===== config.mk =====
export PLATFORM = sky130hd
export DESIGN_NAME = mips_control_fsm_flat
export DESIGN_NICKNAME = d
export VERILOG_FILES = /design/src/rtl/mips_control_fsm_if.sv /design/src/rtl/mips_control_fsm.sv /design/src/flat_wrapper.sv
export SDC_FILE = /design/constraint.sdc
export NUM_CORES = 1
export LEC_CHECK = 0
export BUFFER_PORTS_ARGS = -buffer_cell sky130_fd_sc_hd__buf_2
export CAP_MARGIN = 40
export CORE_UTILIZATION = 49
export CTS_CLUSTER_DIAMETER = 100
export CTS_CLUSTER_SIZE = 10
export DETAILED_ROUTE_END_ITERATION = 8
export PLACE_DENSITY = 0.87
export SYNTH_ARGS = -nofsm -noshare
export SYNTH_HDL_FRONTEND = slang
export SYNTH_SLANG_ARGS = --single-unit
export TNS_END_PERCENT = 50

===== constraint.sdc =====
create_clock -name CLK -period 3.4 [get_ports CLK]
set_input_delay 0.34 -clock CLK [delete_from_list [all_inputs] [get_ports CLK]]
set_output_delay 0.34 -clock CLK [all_outputs]
set_load 0.02 [all_outputs]

===== src/rtl/mips_control_fsm_if.sv =====
// rtl/mips_control_fsm_if.sv - IR/memory inputs and datapath control outputs of the control FSM
interface mips_control_fsm_if #(
    parameter int OPW = 4,
    parameter int FW  = 3
);
    logic [OPW-1:0] Opcode;
    logic [FW-1:0]  funk;
    logic           mem_ready;
    logic [1:0]     ALUOp;
    logic           SrcA;
    logic [1:0]     SrcB;
    logic [1:0]     MemtoReg;
    logic           RegDest;
    logic           RegWrite;
    logic           MemRead;
    logic           MemWrite;
    logic           IRWrite;
    logic           PCWrite;
    logic           PCWriteCond;
    logic           OutputWrite;
    logic           EPCWrite;
    logic           ExcPC;
    logic [1:0]     PCSrc;
    logic           MemSrc;
    logic           BranchCond;
    logic [4:0]     current_state;

    modport master (
        output Opcode, funk, mem_ready,
        input  ALUOp, SrcA, SrcB, MemtoReg, RegDest, RegWrite, MemRead, MemWrite,
               IRWrite, PCWrite, PCWriteCond, OutputWrite, EPCWrite, ExcPC,
               PCSrc, MemSrc, BranchCond, current_state
    );

    modport slave (
        input  Opcode, funk, mem_ready,
        output ALUOp, SrcA, SrcB, MemtoReg, RegDest, RegWrite, MemRead, MemWrite,
               IRWrite, PCWrite, PCWriteCond, OutputWrite, EPCWrite, ExcPC,
               PCSrc, MemSrc, BranchCond, current_state
    );
endinterface


===== src/rtl/mips_control_fsm.sv =====
// rtl/mips_control_fsm.sv - multicycle control FSM for the 16-bit MIPS-style datapath
module mips_control_fsm #(
    parameter int OPW     = 4,
    parameter int FW      = 3,
    parameter bit TRAP_EN = 1'b1
) (
    input  logic              CLK,
    input  logic              Reset,
    mips_control_fsm_if.slave bus
);
    typedef enum logic [4:0] {
        S_FETCH    = 5'd0,  S_DECODE   = 5'd1,  S_RTYPE_EX = 5'd2,  S_RTYPE_WB = 5'd3,
        S_IMM_EX   = 5'd4,  S_IMM_WB   = 5'd5,  S_MEM_ADDR = 5'd6,  S_LW_READ  = 5'd7,
        S_LW_WB    = 5'd8,  S_SW_WRITE = 5'd9,  S_BRANCH   = 5'd10, S_JUMP     = 5'd11,
        S_JAL      = 5'd12, S_JR       = 5'd13, S_IN_WB    = 5'd14, S_OUT      = 5'd15,
        S_TRAP     = 5'd16
    } state_t;

    state_t r_state;
    state_t w_next;
    state_t w_dispatch;
    logic   r_bne;

    logic [OPW-1:0] w_opcode;
    logic [FW-1:0]  w_funk_full;
    logic [3:0]     w_op;
    logic [2:0]     w_funk;
    logic           w_op_hi_zero;
    logic           w_funk_hi_zero;
    logic           w_illegal;

    assign w_opcode       = bus.Opcode;
    assign w_funk_full    = bus.funk;
    assign w_op           = w_opcode[3:0];
    assign w_funk         = w_funk_full[2:0];
    assign w_op_hi_zero   = (w_opcode >> 4) == '0;
    assign w_funk_hi_zero = (w_funk_full >> 3) == '0;

    // Opcode dispatch out of DECODE; any unrecognised encoding is illegal
    always_comb begin
        w_illegal  = 1'b0;
        w_dispatch = S_FETCH;
        case (w_op)
            4'h0:       w_dispatch = S_RTYPE_EX;
            4'h1:       w_dispatch = S_IMM_EX;
            4'h2, 4'h3: w_dispatch = S_MEM_ADDR;
            4'h7, 4'h8: w_dispatch = S_BRANCH;
            4'h9:       w_dispatch = S_JUMP;
            4'hA:       w_dispatch = S_JAL;
            4'hB:       w_dispatch = S_JR;
            4'hC: begin
                if (w_funk_hi_zero && w_funk == 3'd0)
                    w_dispatch = S_IN_WB;
                else if (w_funk_hi_zero && w_funk == 3'd1)
                    w_dispatch = S_OUT;
                else
                    w_illegal = 1'b1;
            end
            default:    w_illegal = 1'b1;
        endcase
        if (!w_op_hi_zero)
            w_illegal = 1'b1;
        if (w_illegal)
            w_dispatch = TRAP_EN ? S_TRAP : S_FETCH;
    end

    always_comb begin
        w_next = S_FETCH;
        case (r_state)
            S_FETCH:    w_next = bus.mem_ready ? S_DECODE : S_FETCH;
            S_DECODE:   w_next = w_dispatch;
            S_RTYPE_EX: w_next = S_RTYPE_WB;
            S_IMM_EX:   w_next = S_IMM_WB;
            S_MEM_ADDR: w_next = (w_op == 4'h3) ? S_SW_WRITE : S_LW_READ;
            S_LW_READ:  w_next = bus.mem_ready ? S_LW_WB : S_LW_READ;
            S_SW_WRITE: w_next = bus.mem_ready ? S_FETCH : S_SW_WRITE;
            default:    w_next = S_FETCH;
        endcase
    end

    // Branch polarity is captured in DECODE so BRANCH does not depend on the live IR
    always_ff @(posedge CLK) begin
        if (Reset) begin
            r_state <= S_FETCH;
            r_bne   <= 1'b0;
        end else begin
            r_state <= w_next;
            if (r_state == S_DECODE)
                r_bne <= (w_op == 4'h8);
        end
    end

    logic [1:0] w_alu_op, w_src_b, w_mem_to_reg, w_pc_src;
    logic       w_src_a, w_reg_dest, w_mem_src, w_br_cond;
    logic       w_reg_write, w_mem_read, w_mem_write, w_ir_write, w_pc_write;
    logic       w_pc_cond, w_out_write, w_epc_write, w_exc_pc;
    state_t     w_out_state;

    // During reset the mux selects show FETCH values and every strobe is held low
    assign w_out_state = Reset ? S_FETCH : r_state;

    always_comb begin
        w_alu_op     = 2'b00;
        w_src_a      = 1'b0;
        w_src_b      = 2'b00;
        w_mem_to_reg = 2'b00;
        w_reg_dest   = 1'b0;
        w_pc_src     = 2'b00;
        w_mem_src    = 1'b0;
        w_br_cond    = 1'b0;
        w_reg_write  = 1'b0;
        w_mem_read   = 1'b0;
        w_mem_write  = 1'b0;
        w_ir_write   = 1'b0;
        w_pc_write   = 1'b0;
        w_pc_cond    = 1'b0;
        w_out_write  = 1'b0;
        w_epc_write  = 1'b0;
        w_exc_pc     = 1'b0;
        case (w_out_state)
            S_FETCH: begin
                w_mem_read = 1'b1;
                w_src_b    = 2'b01;
                w_ir_write = bus.mem_ready;
                w_pc_write = bus.mem_ready;
            end
            S_DECODE:   w_src_b = 2'b11;
            S_RTYPE_EX: begin
                w_src_a  = 1'b1;
                w_alu_op = 2'b10;
            end
            S_RTYPE_WB: begin
                w_reg_write = 1'b1;
                w_reg_dest  = 1'b1;
            end
            S_IMM_EX: begin
                w_src_a  = 1'b1;
                w_src_b  = 2'b10;
                w_alu_op = 2'b11;
            end
            S_IMM_WB:   w_reg_write = 1'b1;
            S_MEM_ADDR: begin
                w_src_a = 1'b1;
                w_src_b = 2'b10;
            end
            S_LW_READ: begin
                w_mem_read = 1'b1;
                w_mem_src  = 1'b1;
            end
            S_LW_WB: begin
                w_reg_write  = 1'b1;
                w_mem_to_reg = 2'b01;
            end
            S_SW_WRITE: begin
                w_mem_write = 1'b1;
                w_mem_src   = 1'b1;
            end
            S_BRANCH: begin
                w_src_a   = 1'b1;
                w_alu_op  = 2'b01;
                w_pc_cond = 1'b1;
                w_pc_src  = 2'b01;
                w_br_cond = r_bne;
            end
            S_JUMP: begin
                w_pc_write = 1'b1;
                w_pc_src   = 2'b10;
            end
            S_JAL: begin
                w_pc_write   = 1'b1;
                w_pc_src     = 2'b10;
                w_reg_write  = 1'b1;
                w_mem_to_reg = 2'b10;
                w_reg_dest   = 1'b1;
            end
            S_JR: begin
                w_pc_write = 1'b1;
                w_pc_src   = 2'b11;
            end
            S_IN_WB: begin
                w_reg_write  = 1'b1;
                w_mem_to_reg = 2'b11;
            end
            S_OUT:      w_out_write = 1'b1;
            S_TRAP: begin
                w_epc_write = 1'b1;
                w_exc_pc    = 1'b1;
                w_pc_write  = 1'b1;
            end
            default: ;
        endcase
        if (Reset) begin
            w_reg_write = 1'b0;
            w_mem_read  = 1'b0;
            w_mem_write = 1'b0;
            w_ir_write  = 1'b0;
            w_pc_write  = 1'b0;
            w_pc_cond   = 1'b0;
            w_out_write = 1'b0;
            w_epc_write = 1'b0;
            w_exc_pc    = 1'b0;
        end
    end

    assign bus.ALUOp         = w_alu_op;
    assign bus.SrcA          = w_src_a;
    assign bus.SrcB          = w_src_b;
    assign bus.MemtoReg      = w_mem_to_reg;
    assign bus.RegDest       = w_reg_dest;
    assign bus.RegWrite      = w_reg_write;
    assign bus.MemRead       = w_mem_read;
    assign bus.MemWrite      = w_mem_write;
    assign bus.IRWrite       = w_ir_write;
    assign bus.PCWrite       = w_pc_write;
    assign bus.PCWriteCond   = w_pc_cond;
    assign bus.OutputWrite   = w_out_write;
    assign bus.EPCWrite      = w_epc_write;
    assign bus.ExcPC         = w_exc_pc;
    assign bus.PCSrc         = w_pc_src;
    assign bus.MemSrc        = w_mem_src;
    assign bus.BranchCond    = w_br_cond;
    assign bus.current_state = r_state;
endmodule

===== src/flat_wrapper.sv =====
// flat-port wrapper written by rule: the top's interface ports become plain ports
module mips_control_fsm_flat 
#(
    parameter int OPW     = 4,
    parameter int FW      = 3,
    parameter bit TRAP_EN = 1'b1
)
  (CLK, Reset, bus_Opcode, bus_funk, bus_mem_ready, bus_ALUOp, bus_SrcA, bus_SrcB, bus_MemtoReg, bus_RegDest, bus_RegWrite, bus_MemRead, bus_MemWrite, bus_IRWrite, bus_PCWrite, bus_PCWriteCond, bus_OutputWrite, bus_EPCWrite, bus_ExcPC, bus_PCSrc, bus_MemSrc, bus_BranchCond, bus_current_state);
  mips_control_fsm_if #(.OPW(OPW), .FW(FW)) bus_i ();
  input  logic CLK;
  input  logic Reset;
  input wire logic [$bits(bus_i.Opcode)-1:0] bus_Opcode;
  input wire logic [$bits(bus_i.funk)-1:0] bus_funk;
  input wire logic [$bits(bus_i.mem_ready)-1:0] bus_mem_ready;
  output wire logic [$bits(bus_i.ALUOp)-1:0] bus_ALUOp;
  output wire logic [$bits(bus_i.SrcA)-1:0] bus_SrcA;
  output wire logic [$bits(bus_i.SrcB)-1:0] bus_SrcB;
  output wire logic [$bits(bus_i.MemtoReg)-1:0] bus_MemtoReg;
  output wire logic [$bits(bus_i.RegDest)-1:0] bus_RegDest;
  output wire logic [$bits(bus_i.RegWrite)-1:0] bus_RegWrite;
  output wire logic [$bits(bus_i.MemRead)-1:0] bus_MemRead;
  output wire logic [$bits(bus_i.MemWrite)-1:0] bus_MemWrite;
  output wire logic [$bits(bus_i.IRWrite)-1:0] bus_IRWrite;
  output wire logic [$bits(bus_i.PCWrite)-1:0] bus_PCWrite;
  output wire logic [$bits(bus_i.PCWriteCond)-1:0] bus_PCWriteCond;
  output wire logic [$bits(bus_i.OutputWrite)-1:0] bus_OutputWrite;
  output wire logic [$bits(bus_i.EPCWrite)-1:0] bus_EPCWrite;
  output wire logic [$bits(bus_i.ExcPC)-1:0] bus_ExcPC;
  output wire logic [$bits(bus_i.PCSrc)-1:0] bus_PCSrc;
  output wire logic [$bits(bus_i.MemSrc)-1:0] bus_MemSrc;
  output wire logic [$bits(bus_i.BranchCond)-1:0] bus_BranchCond;
  output wire logic [$bits(bus_i.current_state)-1:0] bus_current_state;
  assign bus_i.Opcode = bus_Opcode;
  assign bus_i.funk = bus_funk;
  assign bus_i.mem_ready = bus_mem_ready;
  assign bus_ALUOp = bus_i.ALUOp;
  assign bus_SrcA = bus_i.SrcA;
  assign bus_SrcB = bus_i.SrcB;
  assign bus_MemtoReg = bus_i.MemtoReg;
  assign bus_RegDest = bus_i.RegDest;
  assign bus_RegWrite = bus_i.RegWrite;
  assign bus_MemRead = bus_i.MemRead;
  assign bus_MemWrite = bus_i.MemWrite;
  assign bus_IRWrite = bus_i.IRWrite;
  assign bus_PCWrite = bus_i.PCWrite;
  assign bus_PCWriteCond = bus_i.PCWriteCond;
  assign bus_OutputWrite = bus_i.OutputWrite;
  assign bus_EPCWrite = bus_i.EPCWrite;
  assign bus_ExcPC = bus_i.ExcPC;
  assign bus_PCSrc = bus_i.PCSrc;
  assign bus_MemSrc = bus_i.MemSrc;
  assign bus_BranchCond = bus_i.BranchCond;
  assign bus_current_state = bus_i.current_state;
  mips_control_fsm #(.OPW(OPW), .FW(FW), .TRAP_EN(TRAP_EN)) u_core (.CLK(CLK), .Reset(Reset), .bus(bus_i));
endmodule

### Word-level counts from Yosys, hierarchy flattened

Index checks and enable logic that the tools add are counted.

| word-level totals | value |
|---|---|
| flip-flop bits (word level) | 6 |
| bits in latches | 0 |
| memory bits (writable) | 0 |
| bits in read-only memories | 0 |
| input bits | 10 |
| memories kept | 0 |

| operators by class | value |
|---|---|
| $add $sub $neg | 0 |
| multipliers | 0 |
| div/mod/pow operators | 0 |
| order comparisons | 0 |
| equality and inequality tests | 32 |
| shift-type cells | 0 |
| multiplexer cells | 37 |
| bitwise logic cells | 0 |
| reductions and logical operators | 15 |

Operator list:

| operator | number |
|---|---|
| 5-bit by 4-bit == test with 1-bit output, second input constant | 9 |
| 5-bit one-hot mux with 8 select lines | 1 |
| 5-bit by 3-bit == test with 1-bit output, second input constant | 7 |
| 5-bit one-hot mux with 7 select lines | 1 |
| 2-bit one-hot mux with 3 select lines | 4 |
| 1-bit 2-to-1 mux | 22 |
| 4-bit == test, second input constant | 5 |
| 4-bit 2-to-1 mux | 4 |
| 5-bit by 2-bit == test with 1-bit output, second input constant | 3 |
| 5-bit 2-to-1 mux | 3 |
| 2-bit OR reduction | 7 |
| 5-bit by 1-bit == test with 1-bit output, second input constant | 2 |
| 5-bit logical NOT | 2 |
| 9-bit OR reduction | 1 |
| 4-bit by 2-bit == test with 1-bit output, second input constant | 2 |
| 4-bit OR reduction | 2 |
| 5-bit == test, second input constant | 1 |
| 5-bit OR reduction | 1 |
| 4-bit by 1-bit == test with 1-bit output, second input constant | 1 |
| 4-bit by 3-bit == test with 1-bit output, second input constant | 1 |
| 4-bit logical NOT | 1 |
| 1-bit one-hot mux with 2 select lines | 2 |
| 3-bit by 1-bit == test with 1-bit output, second input constant | 1 |
| 3-bit logical NOT | 1 |

### Depth between registers and ports, before layout

| logic depth | value |
|---|---|
| word-level depth | 6 |
| depth in mapped cells | 5 |
| depth with buffers taken out | 4 |

### Worst setup path after synthesis

Ideal clock, no wire load.

| path | value |
|---|---|
| kind | reg-to-output |
| from | register u_core.r_state[2] (netlist: u_core.bus.current_state[2]) |
| to | output port bus_ExcPC |
| arrival time | 2.045 ns |
| data required time | 3.060 ns |
| setup slack | 1.015 ns |
| cell stages (with the launch flop) | 6 |
| path buffers | 2 |
| cell sequence | dfxtp_1 -> clkbuf_1 -> nor2_1 -> nand2_1 -> nor4b_1 -> buf_4 |

| between the ends | value |
|---|---|
| cells in the longest elaborated chain, start to end | 4 |

RTL lines:

| item | line | RTL |
|---|---|---|
| start: declaration | mips_control_fsm.sv:19 | `state_t r_state;` |
| start signal: assignment | mips_control_fsm.sv:87 | `r_state <= w_next;` |
| 5-bit 2-to-1 mux | mips_control_fsm.sv:100 | `assign w_out_state = Reset ? S_FETCH : r_state;` |
| 5-bit == test | - |  |
| 1-bit 2-to-1 mux (2 in a row) | - |  |
| end: declaration | flat_wrapper.sv:28 | `output wire logic [$bits(bus_i.ExcPC)-1:0] bus_ExcPC;` |

No other way between the ends.

### Final worst setup path

| path | value |
|---|---|
| from | register u_core.r_state[1] (netlist: u_core.bus.current_state[1]) |
| to | output port bus_RegWrite |

| between the ends | value |
|---|---|
| cells in the longest elaborated chain, start to end | 5 |
| elaborated cells on any way between the ends | 9 |
| those cells by class | eq/ne: 5; mux: 3; reduce/logical: 1 |

RTL lines:

| item | line | RTL |
|---|---|---|
| 5-bit 2-to-1 mux (*) | mips_control_fsm.sv:100 |  |
| 5-bit by 2-bit == test with 1-bit output, or another cell as far along | mips_control_fsm.sv:120 | `case (w_out_state)` |
| 5-bit OR reduction (no source line) (*) | - |  |
| 1-bit 2-to-1 mux (*) | mips_control_fsm.sv:120 |  |
| 1-bit 2-to-1 mux (*) | mips_control_fsm.sv:192 | `if (Reset) begin` |
| end: declaration | flat_wrapper.sv:20 | `output wire logic [$bits(bus_i.RegWrite)-1:0] bus_RegWrite;` |

Every way passes the cells marked *; elsewhere a longest branch is shown, timed or not.

==> out/metrics.yaml <==
syn_area_um2: 753
tritoncts: "done"
drive_gt1_frac: 0.307
leakagePower_nw: 0.407
syn_nets: 123
ys_seq_area_frac: 0.159
io_pins: 36
clk_path_buf_depth: 2
fillers: 140
diodes: 0
fmax_ghz: 0.437
clock-sinks: 6
clk_pin_slew_ns: 0.04
mostFrequentLayoutCell: "buf_2"
cts_setup_buffers: 0
ir_drop_v: 0.000197
die_w_um: 41.2
p_clk_frac: 0.256
synth_flop_cell: "dfxtp_1"
fin_nets: 152
setup_ws_ns: 1.11
slew_headroom: 0.559
path_class: "reg -> out"
netlist_instances: 113
cpPeakStageDelay_ns: 0.74
maxSlewViolCount: 0
postCtsHoldBufs: 0
synthArstFlopShare: 0
crit_path_max_fanout: 20
cts_made_buffers: 3
grt_first_pass_wirelength_mm: 2.72
p_sw_frac: 0.400
final_hold_viol_count: 0
worst_slew_pin_slew_ns: 0.661
synth_fa_ha_area_frac: 0
synth_seq_cells: 6
drtIter0Drc: 37
tns_ns: 0
route.detailed.drc: 0
grt_pass1_vias: 647
internal_power_uw: 154
start_kind: "register"
portBuffers: 35
muxShareOfSynthArea: 0.0565
avgRoutedWirePerCell_um: 13.0
synth_area_per_cell_um2: 6.67
vias: 965
yosys.cell_types.count: 43
start_util: 0.551
cap_viol_max_count: 0
place_hpwl_mm: 1.53
seq_power_share: 0.348
wl_mm: 2.02
path_cells: "nand2_1 -> or3_1 -> o221ai_1 -> and2_1 -> buf_2"
synth_edf_count: 0
hold-path-cell-count: 2
dieArea_um2: 1700
cts_resized: 0
combPwrFrac: 0.396
most-common-layout-cells: "35 x buf_2, 13 x nor2_1, 13 x nand2_1"
synth-simple-area-share: 0.473
skew_ns: 0.00212
area_delta_synth_final_pct: 22.4
coreArea_um2: 1370
cp_data_required_time_ns: 3.06
cellPowerDensity_nw_per_um2: 277
synthXorXnorAreaFrac: 0.0116
post_drt_via_cell_ratio: 6.23
status: "finished clean"
track_usage: 0.246
synth_top_family_by_area: "simple AND/OR/NAND/NOR gates"
post-route-min-period_ns: 2.29
timing.final.crit_share: 0.673
grt_max_degree: 21
cp_slowest_cell: "dfxtp_1"
synth_compound_area_frac: 0.226
rsz0062_at_grt: "false"
fp.dieH_um: 41.2
antenna_found_initial: 0
first_pass_iters: 4
min_path_type: "in -> reg"
rr_worst_depth: 4
postRouteAntennaNets: 0
dpl_worst_slack_ns: 1.39
cts-root-buf: "clkbuf_4"
overflow: 0
gp_congestion: 0.815
arrival_ns: 1.95
cp-end-kind: "output port"
reg2reg_slack_ns: 1.47
row_count: 13
switchingPower_uw: 102
setup_viol: 0
ys.warnings.count: 0
clk_latency_ns: 0.24
htree_levels: 1
path summary, 6_finish.rpt:
path,from,endpoint
setup / recovery,u_core.bus.current_state[1],bus_RegWrite
hold / removal,Reset,u_core.r_bne
setup reg to reg,u_core.bus.current_state[0],u_core.r_bne
hold reg to reg,u_core.r_bne,u_core.r_bne
critical path: cells and delay by family, from the launching register on:
family | cells | cell delay [ns]
flops | 1 | 0.74
simple gates | 3 | 0.74
buf+inv | 1 | 0.15
compound gates | 1 | 0.08
routing by layer:
metal  share of wire  vias up  global-route usage
met1            0.41      430               0.310
met5               0        -                   0
met4           0.021        0              0.0968
li1                -      469                   -
met2            0.49       57               0.418
met3           0.076        9              0.0326
synthesized netlist by cell type, types with 2 or more instances:
| master | instances | area share |
|---|---|---|
| nor2_1 | 13 | 0.065 |
| buf_1 | 2 | 0.010 |
| o2111ai_1 | 2 | 0.023 |
| or3_1 | 4 | 0.033 |
| and2_1 | 2 | 0.017 |
| nand3_1 | 2 | 0.013 |
| nand3b_1 | 2 | 0.020 |
| nor3_1 | 8 | 0.053 |
| nor2b_1 | 4 | 0.033 |
| a21oi_1 | 11 | 0.073 |
| mux2i_1 | 2 | 0.027 |
| inv_2 | 2 | 0.010 |
| dfxtp_1 | 6 | 0.16 |
| o21ai_1 | 2 | 0.013 |
| buf_2 | 2 | 0.013 |
| o221ai_1 | 2 | 0.023 |
| clkbuf_1 | 6 | 0.030 |
| nor3b_1 | 4 | 0.040 |
| nand2_1 | 13 | 0.065 |
stage by stage:
step | cells | util | hold slack [ns] | instance area [um^2] | power (mW)
finish | 155 | 0.675 | 0.372 | 922 | 0.256
global route | 155 | 0.675 | 0.389 | 922 | 0.272
CTS | 155 | 0.675 | 0.359 | 922 | 0.258
detailed placement | 152 | 0.658 | 0.464 | 900 | 0.190
global placement | 152 | 0.658 | 0.452 | 900 | 0.187
floorplan | 113 | - | 0.427 | 753 | 0.162
logic make-up after synthesis:
family / after synthesis
compound gates: 26
buf+inv: 13
flops: 6
mux: 4
xor+xnor: 1
simple gates: 63
cell type report:
cell class / instances / area [um^2] / share of cell area
repair buffers: 35 / 175 / 0.190
inverters: 2 / 7.51 / 0.00814
clock buffers: 3 / 22.5 / 0.0244
well taps: 15 / 18.8 / 0.0204
multi-input cells: 94 / 578 / 0.627
flip-flops and latches: 6 / 120 / 0.130
registers in the layout, summed over array words and instances (netlist names):
register / cells
u_core.r_bne: 1
u_core.bus.current_state: 5
power groups by stage:
| stage | Sequential [mW] | Clock, mW | Combinational (mW) |
|---|---|---|---|
| finish | 0.0891 | 0.0654 | 0.101 |
| global route | 0.0907 | 0.0712 | 0.110 |
| CTS | 0.0889 | 0.0682 | 0.100 |
| detailed placement | 0.0902 | 0 | 0.100 |
| global placement | 0.0898 | 0 | 0.0968 |
| floorplan | 0.0832 | 0 | 0.0792 |
No activity file was read; power rests on OpenSTA's default activity.
